--- src/rtl/jk_cmd_debouncer_if.sv ---
// Button-to-command bus for jk_cmd_debouncer: raw buttons in,
// arbitrated j/k/conflict pulses and debounced levels out.
interface jk_cmd_debouncer_if;
    logic btn_on;
    logic btn_off;
    logic j;
    logic k;
    logic conflict;
    logic on_lvl;
    logic off_lvl;

    modport master (
        output btn_on,
        output btn_off,
        input  j,
        input  k,
        input  conflict,
        input  on_lvl,
        input  off_lvl
    );

    modport slave (
        input  btn_on,
        input  btn_off,
        output j,
        output k,
        output conflict,
        output on_lvl,
        output off_lvl
    );
endinterface

--- src/rtl/jk_cmd_debouncer.sv ---
// Synchronises and debounces two push-buttons and turns each accepted press
// into a one-cycle j/k command; simultaneous presses are dropped and flagged.
module jk_cmd_debouncer #(
    parameter int unsigned DEBOUNCE = 4
) (
    input  logic               clk,
    input  logic               rst_n,
    jk_cmd_debouncer_if.slave  bus
);

    typedef enum logic {
        IDLE = 1'b0,
        PEND = 1'b1
    } db_state_e;

    localparam logic [7:0] CNT_MAX = 8'(DEBOUNCE - 1);

    // Index 0 is the "on" button, index 1 the "off" button.
    logic [1:0]       raw_s;
    logic [1:0]       ff1_r;
    logic [1:0]       s_r;
    logic [1:0]       stable_r;
    logic [1:0]       stable_d_r;
    logic [1:0]       stable_nx_s;
    logic [1:0][7:0]  cnt_r;
    logic [1:0][7:0]  cnt_nx_s;
    logic [1:0]       req_s;
    db_state_e        state_s [2];
    logic             j_r;
    logic             k_r;
    logic             conflict_r;

    assign raw_s = {bus.btn_off, bus.btn_on};
    assign req_s = stable_r & ~stable_d_r;

    // Two-flop synchroniser per button
    always_ff @(posedge clk or negedge rst_n) begin
        if (!rst_n) begin
            ff1_r <= 2'b00;
            s_r   <= 2'b00;
        end else begin
            ff1_r <= raw_s;
            s_r   <= ff1_r;
        end
    end

    // Debounce next-state: a level change needs DEBOUNCE unbroken disagreeing samples
    always_comb begin
        for (int i = 0; i < 2; i++) begin
            stable_nx_s[i] = stable_r[i];
            cnt_nx_s[i]    = 8'd0;
            state_s[i]     = (s_r[i] != stable_r[i]) ? PEND : IDLE;
            case (state_s[i])
                IDLE: begin
                    cnt_nx_s[i] = 8'd0;
                end
                PEND: begin
                    if (cnt_r[i] == CNT_MAX) begin
                        stable_nx_s[i] = s_r[i];
                        cnt_nx_s[i]    = 8'd0;
                    end else begin
                        cnt_nx_s[i] = cnt_r[i] + 8'd1;
                    end
                end
                default: begin
                    stable_nx_s[i] = 1'b0;
                    cnt_nx_s[i]    = 8'd0;
                end
            endcase
        end
    end

    // Debounce state registers
    always_ff @(posedge clk or negedge rst_n) begin
        if (!rst_n) begin
            stable_r   <= 2'b00;
            stable_d_r <= 2'b00;
            cnt_r      <= '0;
        end else begin
            stable_r   <= stable_nx_s;
            stable_d_r <= stable_r;
            cnt_r      <= cnt_nx_s;
        end
    end

    // Command arbitration: same-edge requests cancel each other
    always_ff @(posedge clk or negedge rst_n) begin
        if (!rst_n) begin
            j_r        <= 1'b0;
            k_r        <= 1'b0;
            conflict_r <= 1'b0;
        end else begin
            j_r        <= req_s[0] & ~req_s[1];
            k_r        <= req_s[1] & ~req_s[0];
            conflict_r <= req_s[0] & req_s[1];
        end
    end

    assign bus.j        = j_r;
    assign bus.k        = k_r;
    assign bus.conflict = conflict_r;
    assign bus.on_lvl   = stable_r[0];
    assign bus.off_lvl  = stable_r[1];

endmodule

--- src/flat_wrapper.sv ---
// flat-port wrapper written by rule: the top's interface ports become plain ports
module jk_cmd_debouncer_flat 
#(
    parameter int unsigned DEBOUNCE = 4
)
  (clk, rst_n, bus_btn_on, bus_btn_off, bus_j, bus_k, bus_conflict, bus_on_lvl, bus_off_lvl);
  jk_cmd_debouncer_if bus_i ();
  input  logic clk;
  input  logic rst_n;
  input wire logic [$bits(bus_i.btn_on)-1:0] bus_btn_on;
  input wire logic [$bits(bus_i.btn_off)-1:0] bus_btn_off;
  output wire logic [$bits(bus_i.j)-1:0] bus_j;
  output wire logic [$bits(bus_i.k)-1:0] bus_k;
  output wire logic [$bits(bus_i.conflict)-1:0] bus_conflict;
  output wire logic [$bits(bus_i.on_lvl)-1:0] bus_on_lvl;
  output wire logic [$bits(bus_i.off_lvl)-1:0] bus_off_lvl;
  assign bus_i.btn_on = bus_btn_on;
  assign bus_i.btn_off = bus_btn_off;
  assign bus_j = bus_i.j;
  assign bus_k = bus_i.k;
  assign bus_conflict = bus_i.conflict;
  assign bus_on_lvl = bus_i.on_lvl;
  assign bus_off_lvl = bus_i.off_lvl;
  jk_cmd_debouncer #(.DEBOUNCE(DEBOUNCE)) u_core (.clk(clk), .rst_n(rst_n), .bus(bus_i));
endmodule
--- config.mk ---
export PLATFORM = sky130hd
export DESIGN_NAME = jk_cmd_debouncer_flat
export DESIGN_NICKNAME = d
export VERILOG_FILES = /design/src/rtl/jk_cmd_debouncer_if.sv /design/src/rtl/jk_cmd_debouncer.sv /design/src/flat_wrapper.sv
export SDC_FILE = /design/constraint.sdc
export NUM_CORES = 1
export LEC_CHECK = 0
export ABC_CLOCK_PERIOD_IN_PS = 2900
export CELL_PAD_IN_SITES_DETAIL_PLACEMENT = 1
export CELL_PAD_IN_SITES_GLOBAL_PLACEMENT = 2
export CORE_MARGIN = 2
export CORE_UTILIZATION = 40
export DETAILED_ROUTE_END_ITERATION = 7
export PLACE_DENSITY = 0.87
export SYNTH_ARGS = -nofsm -noshare
export SYNTH_HDL_FRONTEND = slang
export SYNTH_SLANG_ARGS = --single-unit
--- constraint.sdc ---
create_clock -name clk -period 2.9 [get_ports clk]
set_input_delay 0.29 -clock clk [delete_from_list [all_inputs] [get_ports clk]]
set_output_delay 0.29 -clock clk [all_outputs]
set_load 0.01 [all_outputs]
# Yosys cells after proc, flatten, opt, wreduce, memory -nomap -nowiden
# Index checks and enable logic that the tools add are counted.
[totals]
register_bits = 27
in_bits = 4
out_inout_bits = 5
elab_cells = 33
[classes]
add_sub_neg = 2
n_eq_ne = 4
muxes = 6
n_bitwise = 9
n_reduce_logical = 2
[op_table]
columns = ["op", "n"]
rows = [
  ["case mux 8 bit (2 select lines)", 2],
  ["adder 8 x 1 -> 8 bit, second input constant", 2],
  ["== test 8 x 2 -> 1 bit, second input constant", 2],
  ["2-to-1 mux 8 bit", 2],
  ["NOT 1 bit", 4],
  ["AND reduction 2 bit", 2],
  ["bitwise AND 1 bit", 3],
  ["bitwise AND 2 bit", 1],
  ["2-to-1 mux 1 bit", 2],
  ["!= test 1 bit", 2],
  ["NOT 2 bit", 1],
]

# Longest topological paths before layout
[depth]
ltp_word = 4
ltp_mapped = 4
ltp_nobuf = 4

# Worst setup path before layout
# OpenSTA, ideal clock, no wires.
[synth_path]
kind = "reg-to-reg"
from = "reg u_core.cnt_r[0] in the netlist's numbering"
to = "reg u_core.stable_r[0]"
setup_time_ns = 0.128
t_arrival_ns = 1.153
required_ns = 2.772
setup_slack_ns = 1.619
path_stages_with_launch = 5
path_buffers = 0
period_less_slack_ns = 1.281
cell_sequence = "dfrtp_1 > ha_1 > nor4b_2 > nand2_1 > mux2_1"
[synth_between]
elab_chain_len = 2
[synth_lines]
columns = ["item", "line_no", "text"]
rows = [
  ["start: declaration", "jk_cmd_debouncer.sv:25", "logic [1:0][7:0] cnt_r;"],
  ["start signal: assignment", "jk_cmd_debouncer.sv:82", "cnt_r <= cnt_nx_s;"],
  ["== test 8 x 2 -> 1 bit", "jk_cmd_debouncer.sv:58", "if (cnt_r[i] == CNT_MAX) begin"],
  ["AND reduction 2 bit (no line)", "--", ""],
  ["end signal: assignment", "jk_cmd_debouncer.sv:80", "stable_r <= stable_nx_s;"],
  ["end: declaration", "jk_cmd_debouncer.sv:22", "logic [1:0] stable_r;"],
]
# No other way between the ends.
# A chain may end at the register's enable or synchronous reset.

# Worst setup path after layout
[layout_path]
from = "reg u_core.stable_r[1]"
to = "out bus_off_lvl"
[layout_lines]
columns = ["item", "line_no", "text"]
rows = [
  ["end: declaration", "flat_wrapper.sv:16", "output wire logic [$bits(bus_i.off_lvl)-1:0] bus_off_lvl;"],
]
# No word-level cell between the ends.

==> impl_metrics.env <==
export IMPL_status="finished, final reports clean"
export IMPL_synth_area_sq_mm=0.00114
export IMPL_critPathMaxFanout=5
export IMPL_syn_instance_count=98
export IMPL_post_cts_resized=0
export IMPL_coreArea_sq_mm=0.00273
export IMPL_n_fill_cell=318
export IMPL_finalCritPeriodShare=0.559
export IMPL_fmax_ghz=0.617
export IMPL_clock_skew_ns=0.00398
export IMPL_grt_use_met2=0.243
export IMPL_grt_antenna_before_repair=0
export IMPL_grt_pass1_vias=812
export IMPL_ctsRootBufferMaster="clkbuf_4"
export IMPL_holdWs_ns=0.329
export IMPL_grt_max_degree=28
export IMPL_wl_per_cell_microns=13.3
export IMPL_final_cell_mix="dfrtp_1 (27), nor2_1 (11), nand3_1 (8), clkdlybuf4s50_1 (8)"
export IMPL_final_nets=120
export IMPL_final_antenna_net_count=0
export IMPL_busiest_layer="met2"
export IMPL_diodes=0
export IMPL_die_w_microns=57.3
export IMPL_dpl_hpwl_microns=1440
export IMPL_hold_viol=0
export IMPL_cp_startpoint="u_core.stable_r[1]"
export IMPL_p_leak_nw=0.573
export IMPL_viasPerCell=5.23
export IMPL_path_clk_slew_ns=0.14
export IMPL_grt_usage=0.137
export IMPL_end_kind="primary output"
export IMPL_ir_drop_mv=0.423
export IMPL_fin_setup_tns_ns=0
export IMPL_hold_path_class="primary input to async pin"
export IMPL_port_buffers=8
export IMPL_drive_gt1_frac=0.0901
export IMPL_clkPwrFrac=0.164
export IMPL_crit_type="register to primary output"
export IMPL_post_cts_buffers=0
export IMPL_path_cells="clkdlybuf4s50_1"
export IMPL_cp_slowest_cell="clkdlybuf4s50_1"
export IMPL_clkLatencyLatePin_ns=0.31
export IMPL_clock_sinks=27
export IMPL_reg2reg_from="u_core.cnt_r[0]"
export IMPL_drc=0
export IMPL_grt_pass1_wl_microns=3480
export IMPL_tightest_slew_ns=0.328
export IMPL_cts_buffers=3
export IMPL_critical_path_top_delay_family="buffers and inverters"
export IMPL_drv_slew=0
export IMPL_combinationalPowerShare=0.281
export IMPL_num_vias=742
export IMPL_start_util=0.416
export IMPL_start_kind="register"
export IMPL_use_met3=0.0204
export IMPL_gr_usage_met1=0.165
export IMPL_rsz0062_at_grt="false"
export IMPL_die_h_microns=57.3
export IMPL_drt_total_wl_microns=1880
export IMPL_area_delta_synth_final_pct=13.5
export IMPL_relSlewSlack=0.782
export IMPL_place_gp_congestion=0.745
export IMPL_crit_arrival_ns=1.33
export IMPL_die_area_sq_mm=0.00328
export IMPL_first_pass_iters=2
export IMPL_ys_warn_count=0
export IMPL_slowest_delay_ns=0.57
export IMPL_setup_viol=0
export IMPL_maxCapViolCount=0
export IMPL_clk_path_buf_depth=2
export IMPL_drt_iter0_drc=20
export IMPL_cts_tree="built"
export IMPL_synth_cell_types=19
export IMPL_power_switching_mw=0.318
export IMPL_io_pins=9
export IMPL_ys_seq_area_frac=0.595
export IMPL_seq_power_share=0.555
export IMPL_worstPathRequired_ns=2.61
export IMPL_switching_share=0.332
export IMPL_crit_buf_inv=1
export IMPL_synth_fp_nets=106
export IMPL_grt_overflow_total=0
export IMPL_intPower_mw=0.640
export IMPL_num_rows=19
export IMPL_synth_seq_cells=27
export IMPL_final_common_cell="dfrtp_1"
export IMPL_h_tree_depth=1
export IMPL_ctsHoldBuffers=0
export IMPL_syn_area_per_cell_sq_um=11.6
export IMPL_powerDensity_mw_per_mm2=742
export IMPL_min_period_ns=1.62
-- synthesized netlist by cell type --
cell	n	area, sq um
a21oi_1	5	25.0
dfrtp_1	27	676
nor2b_1	2	12.5
xor2_1	4	35.0
a21o_1	2	15.0
nor4b_2	2	30.0
mux2_1	2	22.5
nand2_1	4	15.0
inv_1	4	15.0
or3_1	6	37.5
nor2_1	11	41.3
xnor2_1	4	35.0
a21oi_2	1	8.76
ha_1	4	50.1
nor3_1	2	10.0
nand4_2	2	25.0
o21ai_0	6	30.0
nand2b_1	2	12.5
nand3_1	8	40.0
-- cell type report --
type	count	area (sq um)	share of cell area
Sequential cell	27	676	0.524
Multi-Input combinational cell	67	445	0.345
Timing Repair Buffer	9	87.6	0.0679
Tap cell	31	38.8	0.0301
Clock buffer	3	22.5	0.0175
Inverter	4	15.0	0.0116
Clock inverter	1	5.00	0.00388
-- sequential cells by signal (all words and copies together), names as in the netlist --
| name | count |
|---|---|
| u_core.bus.conflict | 1 |
| u_core.bus.j | 1 |
| u_core.bus.k | 1 |
| u_core.cnt_r | 16 |
| u_core.ff1_r | 2 |
| u_core.s_r | 2 |
| u_core.stable_d_r | 2 |
| u_core.stable_r | 2 |
-- power by group through the flow --
stage	clock network, mW	registers (mW)	logic, mW
final	0.157	0.531	0.269
after global routing	0.180	0.549	0.305
after CTS	0.168	0.533	0.276
after global placement	0	0.530	0.269
after detailed placement	0	0.541	0.275
after floorplan	0	0.537	0.152
-- routing by layer --
metal / wire length, microns / up-vias
li1: - / 361
met2: 1030 / 6
met1: 795 / 373
met3: 45 / 2
met4: 15 / 0
met5: 0 / -
-- cells by family (layout without fill, tap and decap cells) --
| family | after synthesis | count (layout) | share of synthesized area |
|---|---|---|---|
| compound gates | 14 | 14 | 0.0694 |
| xor+xnor | 8 | 8 | 0.0617 |
| fa+ha+maj | 4 | 4 | 0.0441 |
| buf+inv | 4 | 17 | 0.0132 |
| flops | 27 | 27 | 0.595 |
| mux | 2 | 2 | 0.0198 |
| simple gates | 39 | 39 | 0.197 |
-- metrics by stage --
stage,instances,setup WS (ns),util,power (mW),cell area (sq um)
6_report,142,1.28,0.472,0.957,1290
5_1_grt,142,1.20,0.472,1.04,1290
4_1_cts,142,1.24,0.472,0.976,1290
3_5_place_dp,138,1.49,0.462,0.817,1260
2_1_floorplan,98,1.62,-,0.689,1140
3_3_place_gp,138,1.55,0.462,0.800,1260
-- final timing paths --
kind                                 endpoint  slack, ns  depth (start not counted)
setup / recovery                  bus_off_lvl       1.28                          1
hold / removal             u_core.stable_r[0]       0.33                          2
setup reg to reg           u_core.stable_r[0]       1.48                          4
hold reg to reg                 u_core.s_r[1]       0.37                          0
max in group asynchronous     u_core.cnt_r[0]       2.33                          2
min in group clk                u_core.s_r[1]       0.37                          0
No activity file was read; power rests on OpenSTA's default activity.
